## src/rtl/cci_mpf_shim_req_throttle.sv

```systemverilog
// cci_mpf_shim_req_throttle
// Request-admission shim between the AFU and the MPF pipeline. Request
// headers pass through a one-cycle register. In-flight lines are counted per
// channel (c0 reads, c1 writes), and a registered almost-full is raised early
// enough that MPF's outstanding-request limit is not exceeded. Protocol
// violations latch sticky error flags that only reset clears.
module cci_mpf_shim_req_throttle #(
  parameter int MAX_ACTIVE_REQS = 128,
  parameter int AF_SLACK        = 8,
  parameter int HDR_WIDTH       = 80,
  localparam int CNT_WIDTH      = $clog2(MAX_ACTIVE_REQS + AF_SLACK + 1)
) (
  input  logic                 clk,
  input  logic                 reset,

  input  logic                 afu_c0_req_valid,
  input  logic [HDR_WIDTH-1:0] afu_c0_req_hdr,
  input  logic [1:0]           afu_c0_req_cl_len,
  output logic                 afu_c0_almost_full,
  output logic                 fiu_c0_req_valid,
  output logic [HDR_WIDTH-1:0] fiu_c0_req_hdr,
  input  logic                 fiu_c0_almost_full,
  input  logic                 fiu_c0_rsp_valid,

  input  logic                 afu_c1_req_valid,
  input  logic [HDR_WIDTH-1:0] afu_c1_req_hdr,
  output logic                 afu_c1_almost_full,
  output logic                 fiu_c1_req_valid,
  output logic [HDR_WIDTH-1:0] fiu_c1_req_hdr,
  input  logic                 fiu_c1_almost_full,
  input  logic                 fiu_c1_rsp_valid,
  input  logic [2:0]           fiu_c1_rsp_lines,

  output logic [CNT_WIDTH-1:0] c0_active,
  output logic [CNT_WIDTH-1:0] c1_active,
  output logic                 err_overflow,
  output logic                 err_underflow,
  output logic                 err_bad_len
);

  localparam int CNT_MAX = (1 << CNT_WIDTH) - 1;

  logic [2:0]           c0_inc, c0_dec, c1_inc, c1_dec;
  logic                 c0_len_bad, c1_len_bad;
  int                   c0_sum, c1_sum;
  logic [CNT_WIDTH-1:0] c0_next, c1_next;
  logic                 c0_af_next, c1_af_next;
  logic                 over_next, under_next, bad_next;

  // A negative net result clamps to zero; anything beyond the counter's
  // range pins at all-ones. Values between MAX and all-ones are kept exact.
  function automatic logic [CNT_WIDTH-1:0] clamp_count(input int sum);
    if (sum < 0)
      clamp_count = '0;
    else if (sum > CNT_MAX)
      clamp_count = CNT_WIDTH'(CNT_MAX);
    else
      clamp_count = CNT_WIDTH'(sum);
  endfunction

  // Net line delta per channel, next counts, thresholds and error conditions.
  always_comb begin
    c0_inc     = 3'd0;
    c0_len_bad = 1'b0;
    if (afu_c0_req_valid) begin
      case (afu_c0_req_cl_len)
        2'd0:    c0_inc = 3'd1;
        2'd1:    c0_inc = 3'd2;
        2'd3:    c0_inc = 3'd4;
        default: begin
          c0_inc     = 3'd1;
          c0_len_bad = 1'b1;
        end
      endcase
    end
    c0_dec = fiu_c0_rsp_valid ? 3'd1 : 3'd0;

    c1_inc     = afu_c1_req_valid ? 3'd1 : 3'd0;
    c1_dec     = 3'd0;
    c1_len_bad = 1'b0;
    if (fiu_c1_rsp_valid) begin
      if ((fiu_c1_rsp_lines >= 3'd1) && (fiu_c1_rsp_lines <= 3'd4))
        c1_dec = fiu_c1_rsp_lines;
      else
        c1_len_bad = 1'b1;
    end

    c0_sum  = int'(c0_active) + int'(c0_inc) - int'(c0_dec);
    c1_sum  = int'(c1_active) + int'(c1_inc) - int'(c1_dec);
    c0_next = clamp_count(c0_sum);
    c1_next = clamp_count(c1_sum);

    c0_af_next = fiu_c0_almost_full |
                 ((int'(c0_next) + AF_SLACK) >= MAX_ACTIVE_REQS);
    c1_af_next = fiu_c1_almost_full |
                 ((int'(c1_next) + AF_SLACK) >= MAX_ACTIVE_REQS);

    over_next  = (c0_sum > MAX_ACTIVE_REQS) || (c1_sum > MAX_ACTIVE_REQS);
    under_next = (c0_sum < 0) || (c1_sum < 0);
    bad_next   = c0_len_bad || c1_len_bad;
  end

  // Request pass-through register; requests held off by reset are dropped.
  always_ff @(posedge clk or posedge reset) begin
    if (reset) begin
      fiu_c0_req_valid <= 1'b0;
      fiu_c0_req_hdr   <= '0;
      fiu_c1_req_valid <= 1'b0;
      fiu_c1_req_hdr   <= '0;
    end else begin
      fiu_c0_req_valid <= afu_c0_req_valid;
      fiu_c0_req_hdr   <= afu_c0_req_hdr;
      fiu_c1_req_valid <= afu_c1_req_valid;
      fiu_c1_req_hdr   <= afu_c1_req_hdr;
    end
  end

  // Line counters and almost-full update together from the same next value.
  always_ff @(posedge clk or posedge reset) begin
    if (reset) begin
      c0_active          <= '0;
      c1_active          <= '0;
      afu_c0_almost_full <= 1'b0;
      afu_c1_almost_full <= 1'b0;
    end else begin
      c0_active          <= c0_next;
      c1_active          <= c1_next;
      afu_c0_almost_full <= c0_af_next;
      afu_c1_almost_full <= c1_af_next;
    end
  end

  // Sticky error flags; once set they stay set until reset.
  always_ff @(posedge clk or posedge reset) begin
    if (reset) begin
      err_overflow  <= 1'b0;
      err_underflow <= 1'b0;
      err_bad_len   <= 1'b0;
    end else begin
      err_overflow  <= err_overflow  | over_next;
      err_underflow <= err_underflow | under_next;
      err_bad_len   <= err_bad_len   | bad_next;
    end
  end

endmodule

```

## config.mk

```make
export PLATFORM = sky130hd
export DESIGN_NAME = cci_mpf_shim_req_throttle
export DESIGN_NICKNAME = d
export VERILOG_FILES = /design/src/rtl/cci_mpf_shim_req_throttle.sv
export SDC_FILE = /design/constraint.sdc
export NUM_CORES = 1
export LEC_CHECK = 0
export ABC_AREA = 1
export CORE_AREA = 2 2 140 142
export CTS_BUF_LIST = sky130_fd_sc_hd__clkbuf_2
export CTS_CLUSTER_DIAMETER = 150
export CTS_CLUSTER_SIZE = 8
export DETAILED_ROUTE_END_ITERATION = 7
export DIE_AREA = 0 0 142 144
export HOLD_SLACK_MARGIN = 0.08
export PLACE_DENSITY = 0.67
export SYNTH_ARGS = -nofsm -noshare
export SYNTH_HDL_FRONTEND = slang
export SYNTH_SLANG_ARGS = --single-unit
export TNS_END_PERCENT = 5
```

## constraint.sdc

```tcl
create_clock -name clk -period 13.4 [get_ports clk]
set_clock_uncertainty 0.15 [all_clocks]
set_input_delay 2.01 -clock clk [delete_from_list [all_inputs] [get_ports clk]]
set_output_delay 2.01 -clock clk [all_outputs]
set_load 0.01 [all_outputs]
```

==> report_table.html <==
<table>
<tr><th>Metric</th><th>Value</th></tr>
<tr><th colspan="2">Run status</th></tr>
<tr><td>Status</td><td>finished, final reports clean</td></tr>
<tr><th colspan="2">Logic synthesis</th></tr>
<tr><td>Sequential element share of the synthesized area</td><td>0.743</td></tr>
<tr><td>Post-Syn Instances</td><td>452</td></tr>
<tr><td>Number of nets produced by synthesis</td><td>655</td></tr>
<tr><td>Fraction of synthesis flops using an asynchronous set or reset pin</td><td>1.00</td></tr>
<tr><td>Average instance area after synthesis</td><td>around 14 sq um</td></tr>
<tr><td>Area fraction of the dominant cell type after synthesis</td><td>0.743</td></tr>
<tr><td>Cell type with the highest aggregate area in the netlist</td><td>sky130_fd_sc_hd__dfrtp_1</td></tr>
<tr><td>Number of storage elements in the synthesis netlist</td><td>roughly 180</td></tr>
<tr><td>Post-synth EDFFs</td><td>0</td></tr>
<tr><td>Most instantiated flip-flop cell in the synthesis netlist</td><td>sky130_fd_sc_hd__dfrtp_1</td></tr>
<tr><td>Count of different cell masters after synthesis</td><td>30</td></tr>
<tr><td>Summed instance area of the synthesized netlist</td><td>0.00616 sq mm</td></tr>
<tr><td>Largest cells by area after synthesis</td><td>sky130_fd_sc_hd__dfrtp_1 (74%), sky130_fd_sc_hd__ha_1 (5.7%), sky130_fd_sc_hd__nand2_1 (4.3%)</td></tr>
<tr><td>Yosys Warn Count</td><td>0</td></tr>
<tr><th colspan="2">Floorplan</th></tr>
<tr><td># IOs</td><td>356</td></tr>
<tr><td>Horizontal die dimension</td><td>142 um</td></tr>
<tr><td>Area enclosed by the die boundary</td><td>0.0204 sq mm</td></tr>
<tr><td>Number of placement rows</td><td>just over 50</td></tr>
<tr><td>Placeable core region</td><td>~0.019 sq mm</td></tr>
<tr><td>Initial core utilization</td><td>0.323</td></tr>
<tr><td>Height of the chip</td><td>between 100 and 150 um</td></tr>
<tr><th colspan="2">Timing</th></tr>
<tr><td>Sum of negative setup slack</td><td>0 ns</td></tr>
<tr><td>Max-slew violations</td><td>0</td></tr>
<tr><td>F_max</td><td>229 MHz</td></tr>
<tr><td>Slew of the pin with the lowest slew margin</td><td>0.936 ns</td></tr>
<tr><td>Fin crit period</td><td>4.37 ns</td></tr>
<tr><td>Total count of hold-check failures in the final report</td><td>0</td></tr>
<tr><td>Relative slew slack</td><td>0.376</td></tr>
<tr><td>Number of setup violations in the final report</td><td>0</td></tr>
<tr><td>Fraction of the cycle the final worst path needs</td><td>0.326</td></tr>
<tr><td>Unrepaired setup endpoints after global routing</td><td>no</td></tr>
<tr><th colspan="2">Place</th></tr>
<tr><td>RePlAce Congestion</td><td>0.807</td></tr>
<tr><td>HPWL reported at the end of detailed placement</td><td>14.6 mm</td></tr>
<tr><td>Count of input and output buffers</td><td>355</td></tr>
<tr><th colspan="2">Hold path</th></tr>
<tr><td>Min-delay worst type</td><td>reg2reg</td></tr>
<tr><th colspan="2">Clock tree</th></tr>
<tr><td>Post-cts hold buffer count</td><td>0</td></tr>
<tr><td>Root buffer cell</td><td>sky130_fd_sc_hd__clkbuf_2</td></tr>
<tr><td>Clock tree from TritonCTS</td><td>built</td></tr>
<tr><td>Total number of clock tree sinks</td><td>183</td></tr>
<tr><td>Clock buffer count from CTS</td><td>17</td></tr>
<tr><td>Buffer depth of the longest clock path</td><td>2</td></tr>
<tr><td>Maximum level of the CTS H-tree</td><td>4</td></tr>
<tr><td>Clock-pin slew reported for the worst setup and hold paths after clock tree synthesis</td><td>~0.30 ns</td></tr>
<tr><td>Clock latency at the later pin of the worst-skew pair</td><td>0.75 ns</td></tr>
<tr><td>Post-CTS setup-driven buffer insertion count</td><td>0</td></tr>
<tr><td>Number of gates given a new drive strength after cts</td><td>0</td></tr>
<tr><th colspan="2">Worst setup path</th></tr>
<tr><td>Start-to-end type of the worst setup path</td><td>in2reg</td></tr>
<tr><td>Required arrival time at the worst endpoint</td><td>about 14 ns</td></tr>
<tr><td>Endpoint class of the critical path</td><td>flop</td></tr>
<tr><td>Critical path fanouts, max</td><td>4</td></tr>
<tr><td>CP Data Arrival Time</td><td>4.88 ns</td></tr>
<tr><td>CP Launch Type</td><td>input port</td></tr>
<tr><th colspan="2">Pwr</th></tr>
<tr><td>Lkg Pwr</td><td>4.67 nW</td></tr>
<tr><td>Worst IR drop on VDD</td><td>0.0684 mV</td></tr>
<tr><td>Power per unit of standard cell area</td><td>170 mW/mm^2</td></tr>
<tr><th colspan="2">Finish</th></tr>
<tr><td>Fill cell count</td><td>1663</td></tr>
<tr><td>Area Growth Syn to Fin</td><td>66.6%</td></tr>
<tr><td>Most common library cell in the layout ignoring fill and taps</td><td>sky130_fd_sc_hd__clkdlybuf4s50_1</td></tr>
<tr><td>Net count of the finished layout</td><td>1029</td></tr>
<tr><td>Fraction of final layout cells sized beyond drive strength 1</td><td>0.0799</td></tr>
<tr><td>Top library cells by usage in the layout, fill and taps aside</td><td>sky130_fd_sc_hd__clkdlybuf4s50_1 (355), sky130_fd_sc_hd__dfrtp_1 (183), sky130_fd_sc_hd__nand2_1 (70)</td></tr>
<tr><td>Final Util</td><td>0.538</td></tr>
<tr><th colspan="2">Detailed routing</th></tr>
<tr><td>Via-to-Cell Ratio</td><td>4.13</td></tr>
<tr><td>Number of violations reported at the end of detailed-routing iteration 0</td><td>approximately 160</td></tr>
<tr><td>Total iterations of the first detailed-routing run</td><td>4</td></tr>
<tr><td>Post-DR wirelength/cell</td><td>about 17 um</td></tr>
<tr><td>Residual DRC count</td><td>0</td></tr>
<tr><td>Post-detailed-routing wire length</td><td>18.1 mm</td></tr>
<tr><td>Via count of the routed design</td><td>4458</td></tr>
<tr><td>Count of antenna-violating nets left after detailed routing</td><td>0</td></tr>
<tr><th colspan="2">Global routing</th></tr>
<tr><td>Antenna violations before repair</td><td>5</td></tr>
<tr><td>Vias in the first global route</td><td>~4600</td></tr>
<tr><td>Congestion Overflow GR</td><td>0</td></tr>
<tr><td>Pin count of the biggest net entering global routing</td><td>between 100 and 150</td></tr>
<tr><td>Global-route usage over all layers</td><td>0.179</td></tr>
<tr><td>Global-route wire length before repair</td><td>26.3 mm</td></tr>
<tr><th colspan="2">Flow run</th></tr>
<tr><td>Number of maximum-capacitance constraint violations</td><td>0</td></tr>
</table>
## synth_stat cells, drive strengths merged, types with 3 or more instances
| library cell | number |
|---|---|
| xor2 | 4 |
| nor2 | 27 |
| nand2 | 84 |
| or2 | 4 |
| a21boi | 3 |
| ha | 28 |
| o21bai | 3 |
| dfrtp | 183 |
| nand3b | 6 |
| a21oi | 5 |
| inv | 62 |
| nand3 | 29 |
| o21ai | 5 |
## routing by layer
metal  GRT usage  vias to the layer above  wire, um  part of all wire
li1            -                     2151         -                 -
met1       0.202                     2105      6760              0.37
met2       0.295                      166      9260              0.51
met3      0.0818                       32      1550             0.086
met4      0.0711                        4       522             0.029
met5           0                        -        20            0.0011
## sequential cells by signal, summed over array words and instances, names as in the netlist
register / cells
fiu_c0_req_valid: 1
fiu_c1_req_valid: 1
fiu_c0_req_hdr: 80
err_overflow: 1
err_bad_len: 1
c0_active: 8
fiu_c1_req_hdr: 80
afu_c0_almost_full: 1
afu_c1_almost_full: 1
c1_active: 8
err_underflow: 1
## area by class of cell
cell class,count,area [sq um],share of cell area
tap,238,298,0.0290
multi-input combinational,206,1340,0.130
inverter,62,240,0.0234
sequential,183,4580,0.446
antenna,2,5.00,0.000487
clock inverter,14,156,0.0152
timing repair buffer,356,3560,0.347
clock buffer,18,90.1,0.00877
## cell families after synthesis
kind of cell | Yosys count | synth area share
and+or+nand+nor | 154 | 0.128
DFF | 183 | 0.743
AOI/OAI and AO/OA | 17 | 0.0187
xor gates and xnor gates | 5 | 0.00711
buffers and inverters | 63 | 0.0396
adders and majority gates | 30 | 0.0634
## worst max-delay path, stage by stage
cell and delay, ns:
sky130_fd_sc_hd__clkdlybuf4s50_1 0.53, sky130_fd_sc_hd__nand2_1 0.07, sky130_fd_sc_hd__nor2_1 0.11, sky130_fd_sc_hd__ha_1 0.24, sky130_fd_sc_hd__inv_1 0.06, sky130_fd_sc_hd__ha_1 0.18
sky130_fd_sc_hd__inv_1 0.06, sky130_fd_sc_hd__fa_1 0.39, sky130_fd_sc_hd__inv_1 0.07, sky130_fd_sc_hd__nand2_1 0.04, sky130_fd_sc_hd__nand2_1 0.11, sky130_fd_sc_hd__nand3_2 0.12
sky130_fd_sc_hd__nand2_2 0.10, sky130_fd_sc_hd__nand2_4 0.06, sky130_fd_sc_hd__nand3_1 0.09, sky130_fd_sc_hd__nand2_1 0.05, sky130_fd_sc_hd__inv_1 0.07, sky130_fd_sc_hd__ha_1 0.14
sky130_fd_sc_hd__inv_1 0.04, sky130_fd_sc_hd__nor2_1 0.12, sky130_fd_sc_hd__nand3_1 0.09, sky130_fd_sc_hd__nand2_1 0.06, sky130_fd_sc_hd__nand3_1 0.06
## metrics by stage
step	instance area, sq um	power, mW	cells	hold WS [ns]	setup WS (ns)
2_1_floorplan	6160	1.20	452	0.358	6.27
3_3_place_gp	10000	1.47	1045	0.304	8.34
3_5_place_dp	10000	1.48	1045	0.309	8.24
4_1_cts	10300	1.78	1077	0.368	9.13
5_1_grt	10300	1.91	1079	0.382	8.86
6_report	10300	1.75	1079	0.363	9.03
## where the power goes
group | total, mW | internal [mW] | switching [mW]
clock network | 0.282 | 0.0633 | 0.219
logic | 0.826 | 0.360 | 0.466
registers | 0.639 | 0.609 | 0.0296
## worst paths after layout
check | start | end | slack, ns | cells past startpoint
min reg2reg | err_bad_len | err_bad_len | 0.36 | 1
max | fiu_c1_rsp_valid | afu_c1_almost_full | 9.03 | 23
min | err_bad_len | err_bad_len | 0.36 | 1
min in group asynchronous | reset | fiu_c1_req_hdr[58] | 1.64 | 2
max in group asynchronous | reset | fiu_c0_req_hdr[71] | 10.15 | 3
max reg2reg | c1_active[0] | afu_c1_almost_full | 10.50 | 21
Note: power is estimated with default switching activity, not from simulation.
